File: config.mk
export PLATFORM = sky130hd
export DESIGN_NAME = multicycle_ctrl
export DESIGN_NICKNAME = d
export VERILOG_FILES = /design/src/rtl/mc_pkg.sv /design/src/rtl/mc_ctrl_decode.sv /design/src/rtl/multicycle_ctrl.sv
export SDC_FILE = /design/constraint.sdc
export NUM_CORES = 1
export LEC_CHECK = 0
export CORE_MARGIN = 2
export CORE_UTILIZATION = 35
export CTS_CLUSTER_DIAMETER = 100
export DETAILED_ROUTE_END_ITERATION = 8
export PLACE_DENSITY = 0.6
export SLEW_MARGIN = 30
export SYNTH_ARGS = -nofsm -noshare
export SYNTH_HDL_FRONTEND = slang
export SYNTH_SLANG_ARGS = --single-unit
File: constraint.sdc
create_clock -name clk -period 5.1 [get_ports clk]
set_input_delay 1.02 -clock clk [delete_from_list [all_inputs] [get_ports clk]]
set_output_delay 1.02 -clock clk [all_outputs]
set_load 0.1 [all_outputs]
File: src/rtl/mc_pkg.sv
// mc_pkg: shared definitions for the multicycle MIPS controller.
//   - opcode values the controller recognises
//   - FSM state encoding (the value is also exported on state_dbg)
//   - datapath select encodings for alu_op, alu_src_b and pc_source
//   - ctrl_t: the bundle of control outputs produced by mc_ctrl_decode
package mc_pkg;

  localparam logic [5:0] OP_RTYPE = 6'b000000;
  localparam logic [5:0] OP_LW    = 6'b100011;
  localparam logic [5:0] OP_SW    = 6'b101011;
  localparam logic [5:0] OP_BEQ   = 6'b000100;
  localparam logic [5:0] OP_J     = 6'b000010;
  localparam logic [5:0] OP_ADDI  = 6'b001000;

  typedef enum logic [3:0] {
    S_IDLE      = 4'd0,
    S_FETCH     = 4'd1,
    S_DECODE    = 4'd2,
    S_MEM_ADDR  = 4'd3,
    S_MEM_RD    = 4'd4,
    S_MEM_WB    = 4'd5,
    S_MEM_WR    = 4'd6,
    S_R_EXEC    = 4'd7,
    S_R_WB      = 4'd8,
    S_BRANCH    = 4'd9,
    S_JUMP      = 4'd10,
    S_ADDI_EXEC = 4'd11,
    S_ADDI_WB   = 4'd12,
    S_TRAP      = 4'd13
  } state_e;

  localparam logic [1:0] ALU_ADD   = 2'b00;
  localparam logic [1:0] ALU_SUB   = 2'b01;
  localparam logic [1:0] ALU_FUNCT = 2'b10;

  localparam logic [1:0] SRCB_REGB    = 2'b00;
  localparam logic [1:0] SRCB_FOUR    = 2'b01;
  localparam logic [1:0] SRCB_IMM     = 2'b10;
  localparam logic [1:0] SRCB_IMM_SH2 = 2'b11;

  localparam logic [1:0] PCSRC_ALU    = 2'b00;
  localparam logic [1:0] PCSRC_ALUOUT = 2'b01;
  localparam logic [1:0] PCSRC_JUMP   = 2'b10;

  typedef struct packed {
    logic       pc_write;
    logic       pc_write_cond;
    logic [1:0] pc_source;
    logic       iord;
    logic       mem_read;
    logic       mem_write;
    logic       ir_write;
    logic       reg_dst;
    logic       mem2reg;
    logic       reg_write;
    logic       alu_src_a;
    logic [1:0] alu_src_b;
    logic [1:0] alu_op;
    logic       illegal_op;
  } ctrl_t;

endpackage

File: src/rtl/mc_ctrl_decode.sv
// mc_ctrl_decode: combinational map from the controller state to every
// datapath select and write enable.
//   state_i      current FSM state
//   mem_ready_i  memory handshake; only used to gate ir_write/pc_write in FETCH
//   ctrl_o       control output bundle (all fields 0 unless set below)
module mc_ctrl_decode
  import mc_pkg::*;
(
  input  state_e state_i,
  input  logic   mem_ready_i,
  output ctrl_t  ctrl_o
);

  always_comb begin
    ctrl_o = '0;
    case (state_i)
      S_FETCH: begin
        ctrl_o.mem_read  = 1'b1;
        ctrl_o.iord      = 1'b0;
        ctrl_o.alu_src_a = 1'b0;
        ctrl_o.alu_src_b = SRCB_FOUR;
        ctrl_o.alu_op    = ALU_ADD;
        // IR and PC+4 are captured only on the cycle the read completes,
        // so a stalled fetch never advances the PC.
        if (mem_ready_i) begin
          ctrl_o.ir_write  = 1'b1;
          ctrl_o.pc_write  = 1'b1;
          ctrl_o.pc_source = PCSRC_ALU;
        end
      end
      S_DECODE: begin
        // Branch target computed speculatively into ALUOut.
        ctrl_o.alu_src_a = 1'b0;
        ctrl_o.alu_src_b = SRCB_IMM_SH2;
        ctrl_o.alu_op    = ALU_ADD;
      end
      S_MEM_ADDR, S_ADDI_EXEC: begin
        ctrl_o.alu_src_a = 1'b1;
        ctrl_o.alu_src_b = SRCB_IMM;
        ctrl_o.alu_op    = ALU_ADD;
      end
      S_MEM_RD: begin
        ctrl_o.mem_read = 1'b1;
        ctrl_o.iord     = 1'b1;
      end
      S_MEM_WB: begin
        ctrl_o.reg_write = 1'b1;
        ctrl_o.reg_dst   = 1'b0;
        ctrl_o.mem2reg   = 1'b1;
      end
      S_MEM_WR: begin
        ctrl_o.mem_write = 1'b1;
        ctrl_o.iord      = 1'b1;
      end
      S_R_EXEC: begin
        ctrl_o.alu_src_a = 1'b1;
        ctrl_o.alu_src_b = SRCB_REGB;
        ctrl_o.alu_op    = ALU_FUNCT;
      end
      S_R_WB: begin
        ctrl_o.reg_write = 1'b1;
        ctrl_o.reg_dst   = 1'b1;
      end
      S_ADDI_WB: begin
        ctrl_o.reg_write = 1'b1;
        ctrl_o.reg_dst   = 1'b0;
      end
      S_BRANCH: begin
        ctrl_o.alu_src_a     = 1'b1;
        ctrl_o.alu_src_b     = SRCB_REGB;
        ctrl_o.alu_op        = ALU_SUB;
        ctrl_o.pc_write_cond = 1'b1;
        ctrl_o.pc_source     = PCSRC_ALUOUT;
      end
      S_JUMP: begin
        ctrl_o.pc_write  = 1'b1;
        ctrl_o.pc_source = PCSRC_JUMP;
      end
      S_TRAP: begin
        ctrl_o.illegal_op = 1'b1;
      end
      default: ctrl_o = '0;
    endcase
  end

endmodule

File: src/rtl/multicycle_ctrl.sv
// multicycle_ctrl: Moore control FSM for a shared-memory, shared-ALU
// multicycle MIPS datapath. Holds the state register, next-state logic
// and the retired-instruction counter; output decode is in mc_ctrl_decode.
//   clk, reset      clock, async active-high reset
//   opcode          instruction[31:26], sampled in DECODE and MEM_ADDR only
//   mem_ready       memory completes the current access this cycle
//   pc_write .. alu_op, illegal_op   datapath controls (see mc_pkg encodings)
//   retired         completed-instruction count, wraps modulo 2^CNT_W
//   state_dbg       current state encoding
//
// state     | meaning
// IDLE      | after reset, one cycle before the first fetch
// FETCH     | read instruction, PC+4; waits on mem_ready
// DECODE    | dispatch on opcode, branch target into ALUOut
// MEM_ADDR  | effective address for lw/sw
// MEM_RD    | data read; waits on mem_ready
// MEM_WB    | load data to rt
// MEM_WR    | data write; waits on mem_ready
// R_EXEC    | R-type ALU operation
// R_WB      | ALU result to rd
// BRANCH    | beq compare, conditional PC load
// JUMP      | PC load from jump target
// ADDI_EXEC | regA + immediate
// ADDI_WB   | ALU result to rt
// TRAP      | unsupported opcode; exits only on reset
module multicycle_ctrl
  import mc_pkg::*;
#(
  parameter int CNT_W = 32
) (
  input  logic             clk,
  input  logic             reset,
  input  logic [5:0]       opcode,
  input  logic             mem_ready,
  output logic             pc_write,
  output logic             pc_write_cond,
  output logic [1:0]       pc_source,
  output logic             iord,
  output logic             mem_read,
  output logic             mem_write,
  output logic             ir_write,
  output logic             reg_dst,
  output logic             mem2reg,
  output logic             reg_write,
  output logic             alu_src_a,
  output logic [1:0]       alu_src_b,
  output logic [1:0]       alu_op,
  output logic             illegal_op,
  output logic [CNT_W-1:0] retired,
  output logic [3:0]       state_dbg
);

  state_e           state_q, state_d;
  logic [CNT_W-1:0] retired_q, retired_d;
  ctrl_t            ctrl;

  always_ff @(posedge clk or posedge reset) begin
    if (reset) begin
      state_q   <= S_IDLE;
      retired_q <= '0;
    end else begin
      state_q   <= state_d;
      retired_q <= retired_d;
    end
  end

  always_comb begin
    state_d = state_q;
    case (state_q)
      S_IDLE:  state_d = S_FETCH;
      S_FETCH: if (mem_ready) state_d = S_DECODE;
      S_DECODE: begin
        case (opcode)
          OP_LW, OP_SW: state_d = S_MEM_ADDR;
          OP_RTYPE:     state_d = S_R_EXEC;
          OP_BEQ:       state_d = S_BRANCH;
          OP_J:         state_d = S_JUMP;
          OP_ADDI:      state_d = S_ADDI_EXEC;
          default:      state_d = S_TRAP;
        endcase
      end
      S_MEM_ADDR: begin
        // An opcode that stops being lw/sw mid-instruction is treated as
        // illegal rather than guessing which memory access was intended.
        case (opcode)
          OP_LW:   state_d = S_MEM_RD;
          OP_SW:   state_d = S_MEM_WR;
          default: state_d = S_TRAP;
        endcase
      end
      S_MEM_RD:    if (mem_ready) state_d = S_MEM_WB;
      S_MEM_WB:    state_d = S_FETCH;
      S_MEM_WR:    if (mem_ready) state_d = S_FETCH;
      S_R_EXEC:    state_d = S_R_WB;
      S_R_WB:      state_d = S_FETCH;
      S_BRANCH:    state_d = S_FETCH;
      S_JUMP:      state_d = S_FETCH;
      S_ADDI_EXEC: state_d = S_ADDI_WB;
      S_ADDI_WB:   state_d = S_FETCH;
      S_TRAP:      state_d = S_TRAP;
      default:     state_d = S_IDLE;
    endcase
  end

  // An instruction retires when it hands control back to FETCH; the
  // IDLE->FETCH start-up and FETCH stalls do not count.
  always_comb begin
    retired_d = retired_q;
    if (state_d == S_FETCH && state_q != S_FETCH && state_q != S_IDLE)
      retired_d = retired_q + {{(CNT_W-1){1'b0}}, 1'b1};
  end

  mc_ctrl_decode u_decode (
    .state_i     (state_q),
    .mem_ready_i (mem_ready),
    .ctrl_o      (ctrl)
  );

  assign pc_write      = ctrl.pc_write;
  assign pc_write_cond = ctrl.pc_write_cond;
  assign pc_source     = ctrl.pc_source;
  assign iord          = ctrl.iord;
  assign mem_read      = ctrl.mem_read;
  assign mem_write     = ctrl.mem_write;
  assign ir_write      = ctrl.ir_write;
  assign reg_dst       = ctrl.reg_dst;
  assign mem2reg       = ctrl.mem2reg;
  assign reg_write     = ctrl.reg_write;
  assign alu_src_a     = ctrl.alu_src_a;
  assign alu_src_b     = ctrl.alu_src_b;
  assign alu_op        = ctrl.alu_op;
  assign illegal_op    = ctrl.illegal_op;
  assign retired       = retired_q;
  assign state_dbg     = state_q;

endmodule

After elaboration in Yosys (flattened, before gate mapping):

Index checks and enable logic that the tools add are counted.

* register bits: 36
* word-level logic and storage cells: 53

* add/sub/neg operators: 1
* equality and inequality tests: 20
* multiplexer cells: 19
* reduce and logical (&&, ||, !) cells: 11

Operators by type and width (count)
* 4-bit one-hot mux with 9 select lines: 1
* 32-bit by 1-bit adder with 32-bit output, second input constant: 1
* 5-bit one-hot mux with 5 select lines: 1
* 4-bit equality test, second input constant: 6
* 4-bit one-hot mux with 5 select lines: 1
* 4-bit by 3-bit equality test with 1-bit output, second input constant: 4
* 6-bit equality test, second input constant: 2
* 4-bit two-way mux: 3
* 1-bit two-way mux: 10
* 4-bit by 1-bit equality test with 1-bit output, second input constant: 2
* 4-bit by 2-bit equality test with 1-bit output, second input constant: 2
* 4-bit one-hot mux with 2 select lines: 1
* 2-bit OR reduction: 4
* 6-bit by 2-bit equality test with 1-bit output, second input constant: 1
* 6-bit by 3-bit equality test with 1-bit output, second input constant: 1
* 6-bit by 4-bit equality test with 1-bit output, second input constant: 1
* 6-bit zero test: 1
* 6-bit OR reduction: 1
* 4-bit zero test: 1
* 4-bit by 1-bit != test with 1-bit output, second input constant: 1
* 2-bit one-hot mux with 2 select lines: 1
* 4-bit nonzero test: 1
* 3-bit OR reduction: 1
* 1-bit logical AND: 2
* 1-bit one-hot mux with 2 select lines: 1

Logic depth before layout (Yosys ltp):

Gate-level depths: netlist (run 1).

* word-level depth: 7
* depth in mapped cells: 9
* depth with buffers taken out: 7

By module:

Synthesis (run 1) repeated with hierarchy kept, for this count alone.

* cells, all modules: 210
* area total of the unflattened synthesis: 2144.6 µm²

By module, submodules not included
* multicycle_ctrl: times used 1, cells each 177, area an instance 1893.1 µm², seq. area each 900.9 µm²
* mc_ctrl_decode: times used 1, cells each 33, area an instance 251.5 µm², seq. area each 0.0 µm²

Worst setup path after synthesis (run 1):

No wires, ideal clock.

* path type: reg2out
* from: register state_q[2] (netlist: state_dbg[2])
* to: output mem_read
* arrival time: 5.697 ns
* setup slack: -1.617 ns
* cell stages (with the launch flop): 4
* buffers on the path: 0
* cell sequence: dfrtp_1 nor3b_1 inv_1 o21ai_0

* word-level cells in the longest chain between the ends: 3
* elaborated cells on any way between the ends: 4

RTL lines
* from (decl): RTL line multicycle_ctrl.sv:53 `state_e state_q, state_d;`
* from (signal assigned): RTL line multicycle_ctrl.sv:62 `state_q <= state_d;`
* 4-bit by 3-bit equality test with 1-bit output or 4-bit by 1-bit equality test with 1-bit output (tied branches): RTL line mc_ctrl_decode.sv:16 `case (state_i)`
* 2-bit OR reduction (no line) (*)
* 1-bit two-way mux (*): RTL line mc_ctrl_decode.sv:16
* to (decl): RTL line multicycle_ctrl.sv:39 `output logic mem_read,`

Mark *: on every way between the ends. The rest lies on a longest branch, timed or not.

Final worst setup path (run 1):

* from: register state_q[1] (netlist: state_dbg[1])
* to: output mem_read

Same word-level chain as after synthesis.

==> results.md, run 1 <==
* Aggregate global routing overflow at 0
* Post-CTS setup buffers at 0
* Sw frac at 59.16%
* Switch Pwr at 958.8 uW
* Clock power share at 11.4%
* Pre-CTS setup slack at 1.226 ns
* Fin crit share at 76.03%
* # DRC at 0
* Worst setup margin at 1.222 ns
* CTS Buf Count at 5
* Detailed Routing Iterations Pass 1 at 4
* Share of the synthesized area in the top cell type at 44.01%
* Worst-path fanout max at 19
* Htree depth at 2
* Overall Global Routing Usage at 15.71%
* Internal at 661.9 uW
* DRT iter0 DRCs at 73
* MaxCap Viol Count at 0
* CP cell instances: nand2b_1, or3_1, o21ai_1, clkdlybuf4s50_1
* Slew HR at 32.76%
* Net Count, Synth at 219
* Clk sinks at 36
* Sequential area share after synthesis at 44.01%
* Leak at 1.092 nW
* Fin. Hold Viols at 0
* Vias at 1772
* Initial antenna violation count at 0
* Critical path class: reg2out
* Post-synth EDFFs at 0
* Die Height at 80.48 um
* Hpwl dp at 3374 um
* Fill count at 554
* Top cells by area, synth: dfrtp_1 (44%), xnor2_1 (13%), nand4_1 (4.9%)
* Synth warnings at 0
* # setup viols final at 0
* Fin Setup TNS at 0 ns
* CP Data Arrival Time at 2.86 ns
* Clock skew at 0.009635 ns
* Status: completed
* RSZ-0062 raised after global routing: false
* Antenna cell count at 0
* Top_reg_cell synth: dfrtp_1
* CP Data Required Time at 4.08 ns
* ANT nets after route at 0
* Routability cong. at 0.7636
* CP startpoint kind: register
* WL/cell at 13.74 um
* Slew @ Worst Pin at 1.005 ns
* Cell taking the most area after synthesis: dfrtp_1
* Clock-pin slew on the worst setup and hold paths at 0.07 ns
* Initial Util at 36.72%
* DIE AREA at 0.006476 mm^2
* FP Rows at 27
* Combinational power share at 64.1%
* Clk_lat worst skew at 0.28 ns
* Count leader, synth: dfrtp_1
* Syn Inst Count at 209
* First-pass GRT wire length at 8093 um
* Root buffer cell: clkbuf_8
* Count of cell types in the netlist at 40
* Clock tree from TritonCTS: built
* Async S/R FF share, synth at 100.0%
* Top Ports at 62
* Crit path buf inv count at 1
* CP endpoint kind: output pin
* CTS Buffer Depth at 2
* Max VDD drop at 540.0 uV
* Critical path's largest stage delay at 1.15 ns
* Crit path max-delay cell type: clkdlybuf4s50_1
* I/O Buffers at 61
* Largest net degree at the start of global routing at 37
* Vias in the first global route at 1722
* Area Overhead vs Synth at 34.60%
* CP delay by family, top: buffers and inverters
* Area of the multi-input gates at 0.001033 mm^2
* Vias per cell at 5.227
* Area of the core at 0.005574 mm^2
* List of most frequent post-synthesis cells: dfrtp_1 (36), xnor2_1 (31), nand3_1 (19), nand4_1 (16), nor2_1 (15)
* Tmin final at 3.878 ns
* Max Freq at 257.9 MHz
* Layout cell share with drive strength beyond 1 at 6.367%
* Cts repair resizes at 0
* Hold Buf Count CTS at 0
* Mean Syn Cell Area at 9.794 um^2
* Slew Limit Fails at 0
* Layout Nets at 277
* Final Util at 49.43%
* Register area at 900.9 um^2
* Synth Register Bits at 36
* Die Width at 80.48 um
* Hold Path Class: reg2reg
* Seq pwr share at 24.5%
* PwrDens at 588.2 mW/mm^2
* Cell area after synthesis at 0.002047 mm^2
* Final WL at 4659 um
[cells in the final DEF, fill, tap and decap left out, drive strengths merged, types with 2 or more instances in the layout]
cell,Yosys,final
inv,8,8
a21oi,2,2
and4,5,5
nor3,5,5
o211ai,2,2
xor2,2,2
and3,8,8
o21ai,4,4
nor2,15,15
nand4,16,16
and2,4,4
nor4,3,3
nand2,14,14
clkdlybuf4s50,0,60
nand2b,6,6
nand3,19,19
xnor2,31,31
buf,12,3
dfrtp,36,36
clkbuf,0,6
[area by class of cell]
cell class	count	share of cell area, %
multi-input combinational	153	37.51
sequential	36	32.70
clock buffer	6	2.634
tap	72	3.270
clock inverter	1	0.1817
inverter	8	1.090
timing repair buffer	63	22.62
[power groups by stage]
stage / logic (mW) / clock network (mW) / registers, mW
after floorplan: 0.685 / 0 / 0.586
after global placement: 1.04 / 0 / 0.402
after detailed placement: 1.05 / 0 / 0.402
after CTS: 1.04 / 0.192 / 0.398
after global routing: 1.09 / 0.202 / 0.410
final: 1.04 / 0.184 / 0.397
[registers in the layout (all words and copies together) (netlist names)]
register / cells
retired: 32
state_dbg: 4
[through the flow]
stage	power [mW]	hold slack (ns)	area, um^2	std cells
3_3_place_gp	1.441	0.4612	2678	332
2_1_floorplan	1.271	1.041	2052	209
4_1_cts	1.636	0.4838	2755	339
6_report	1.621	0.4709	2755	339
3_5_place_dp	1.447	0.4744	2678	332
5_1_grt	1.703	0.5030	2755	339
[cell families (layout without fill, tap and decap cells)]
group	Yosys count	in the layout	share of synthesized area (%)
xor+xnor	33	33	14.12
flops	36	36	44.01
mux	2	2	1.039
compound gates	18	18	6.725
simple gates	99	99	27.75
fa+ha+maj	1	1	0.6111
buf+inv	20	78	5.746
[worst register-to-register path: cells and delay by family, from the launching register on]
family	cells	cell delay (ns)
AO/OA/AOI/OAI	2	0.48
flip-flops	1	0.70
buffers and inverters	1	0.34
multiplexers	1	0.28
AND/OR/NAND/NOR	4	0.61
[routing by layer]
metal | vias up | track usage, % | share of wire (%)
met3 | 9 | 3.708 | 4.7
li1 | 855 | - | -
met4 | 0 | 4.576 | 1.6
met1 | 858 | 19.46 | 44
met5 | - | 0 | 0
met2 | 50 | 27.08 | 50
[path summary, 6_finish.rpt]
| kind | startpoint | slack [ns] | depth (start not counted) | to |
|---|---|---|---|---|
| worst min register to register | retired[31]$_DFFE_PP0P_ | 0.47 | 1 | retired[31]$_DFFE_PP0P_ |
| max in group asynchronous | reset | 3.63 | 3 | state_dbg[2]$_DFF_PP0_ |
| worst max-delay path | state_dbg[1]$_DFF_PP0_ | 1.22 | 4 | mem_read |
| min in group asynchronous | reset | 1.14 | 3 | retired[22]$_DFFE_PP0P_ |
| worst min-delay path | retired[31]$_DFFE_PP0P_ | 0.47 | 1 | retired[31]$_DFFE_PP0P_ |
| worst max register to register | state_dbg[3]$_DFF_PP0_ | 2.60 | 8 | retired[1]$_DFFE_PP0P_ |
Power figures use the tool's default switching activity.
==> run 2, diff against run 1 <==
Clock period 5.1 ns to 3.9 ns, I/O delays scaled along.
==> run 2 against run 1 <==
  * Clock skew down 0.0060 ns
  * Clock power increased by 46%
  * Total power grew 32%
  * Sequential power rose by 33%
  * Sequential cell count is the same
  * Critical path type unchanged
==> results.md, run 2 (synthesis results as in run 1) <==
* Status: completed
* Initial Util at 36.72% (unchanged)
* Largest net degree at the start of global routing at 32 (-14%)
* Antenna cell count at 0 (unchanged)
* Final Util at 49.41% (about the same)
* Inst Count DP at 333 (+0.30%)
* Die Height at 80.48 um (unchanged)
* Placed inst area at 0.002664 mm^2 (-0.51%)
* Fin crit share at 77.05%
* CTS Buf Count at 5 (unchanged)
* Fill count at 533 (-3.8%)
* Vias in the first global route at 1629 (-5.4%)
* Critical path class: reg2out
* Cts repair resizes at 0 (unchanged)
* Hold Path Class: reg2reg
* Root buffer cell: clkbuf_8
* FF-to-FF setup slack at 1.32 ns (-1.28 ns)
* Layout Nets at 278 (+0.36%)
* Detailed Routing Iterations Pass 1 at 4 (unchanged)
* Slew HR at 35.01% (+2.2 points)
* Area of the core at 0.005574 mm^2 (unchanged)
* Htree depth at 2 (unchanged)
* Post-CTS setup buffers at 0 (unchanged)
* Final WL at 4535 um (-2.7%)
* Most frequent cells in the layout: clkdlybuf4s50_1 (42), dfrtp_1 (36), xnor2_1 (31), buf_4 (22), nand3_1 (19)
* Fin. Hold Viols at 0 (unchanged)
* ANT nets after route at 0 (unchanged)
* Tmin final at 3.005 ns
* Leak at 1.139 nW (+4.3%)
* CP startpoint kind: register
* WL/cell at 13.30 um (-3.2%)
* FP Rows at 27 (unchanged)
* Hpwl dp at 3337 um (-1.1%)
* # DRC at 0 (unchanged)
* I/O Buffers at 61 (unchanged)
* Vias per cell at 5.050 (-3.4%)
* Vias at 1722 (-2.8%)
* CP Data Arrival Time at 2.22 ns (-0.64 ns)
* Slew Limit Fails at 0 (unchanged)
* DRT iter0 DRCs at 92 (+26%)
* # setup viols final at 0 (unchanged)
* CP Data Required Time at 3.12 ns (-0.96 ns)
* Non-filler cells, final at 341 (+0.59%)
* First-pass GRT wire length at 7652 um (-5.4%)
* Die Width at 80.48 um (unchanged)
* Initial antenna violation count at 0 (unchanged)
* CP endpoint kind: output pin
* Aggregate global routing overflow at 0 (unchanged)
* RSZ-0062 raised after global routing: false
* Clock tree from TritonCTS: built
* MaxCap Viol Count at 0 (unchanged)
* Final instance area at 0.002754 mm^2 (about the same)
* Layout cell share with drive strength beyond 1 at 14.87% (+8.5 points)
* Max Freq at 332.8 MHz
* Top Ports at 62 (unchanged)
* DIE AREA at 0.006476 mm^2 (unchanged)
* Slew @ Worst Pin at 0.9719 ns (-0.03357 ns)
* Clock skew at 0.003640 ns (-0.005995 ns)
* Clk sinks at 36 (unchanged)
* Hold Buf Count CTS at 0 (unchanged)
* Overall Global Routing Usage at 15.01% (-0.70 points)
* Routability cong. at 0.8565 (+12%)
* Worst-path fanout max at 14 (-5)
* Max VDD drop at 576.7 uV (+6.8%)
* Clock-pin slew on the worst setup and hold paths at 0.07 ns (about the same)
* CTS Buffer Depth at 2 (unchanged)
* Clk_lat worst skew at 0.28 ns (about the same)
* Most common cell after layout, fill and taps aside: clkdlybuf4s50_1
* Max reg flops at 32 (unchanged)
* PwrDens at 779.6 mW/mm^2 (+33%)
* Area Overhead vs Synth at 34.54% (about the same)
==> run 2: worst max-delay path, stage by stage (launching register included) <==
cell      delay (ns)
dfrtp_1         0.69
nand2b_1        0.29
or3_1           0.48
o22ai_2         0.17
buf_4           0.31
==> run 2: metal layers <==
layer	up-vias	part of all wire, %	global-route usage, %
met5	-	0	0
met4	0	1.0	4.746
met3	5	3.8	3.596
met2	29	49	23.33
met1	826	47	20.57
li1	862	-	-
==> run 2: worst paths after layout <==
kind | from | to | depth (start not counted)
max in group asynchronous | reset | retired[31]$_DFFE_PP0P_ | 3
hold / removal | retired[31]$_DFFE_PP0P_ | retired[31]$_DFFE_PP0P_ | 1
min in group asynchronous | reset | retired[24]$_DFFE_PP0P_ | 2
setup reg to reg | state_dbg[3]$_DFF_PP0_ | retired[1]$_DFFE_PP0P_ | 8
setup / recovery | state_dbg[0]$_DFF_PP0_ | pc_write | 4
hold reg to reg | retired[31]$_DFFE_PP0P_ | retired[31]$_DFFE_PP0P_ | 1
==> run 2: power by group <==
group | total, mW | leakage, nW | internal [mW] | switching (mW)
clock | 0.269 | 0.0455 | 0.144 | 0.125
sequential | 0.528 | 0.489 | 0.417 | 0.111
combinational | 1.35 | 0.605 | 0.313 | 1.04
total | 2.15 | 1.14 | 0.874 | 1.27
==> run 2: final cells by class <==
| type | count | area, um^2 | share of cell area (%) |
|---|---|---|---|
| inverter | 8 | 30.03 | 1.090 |
| sequential | 36 | 900.9 | 32.71 |
| tap | 72 | 90.09 | 3.271 |
| multi-input combinational | 153 | 1057 | 38.39 |
| timing repair buffer | 64 | 585.6 | 21.26 |
| clock buffer | 8 | 90.09 | 3.271 |
==> run 2: stage by stage <==
stage               hold slack (ns)  TNS [ns]  worst slack, ns  power [mW]
finish                       0.4736         0           0.8951       2.147
global route                 0.5102         0           0.7858       2.248
CTS                          0.4873         0           0.8830       2.162
detailed placement           0.4779         0           0.8097       1.888
global placement             0.4612         0           0.8347       1.887
floorplan                    0.9470  -0.02917         -0.02917       1.681
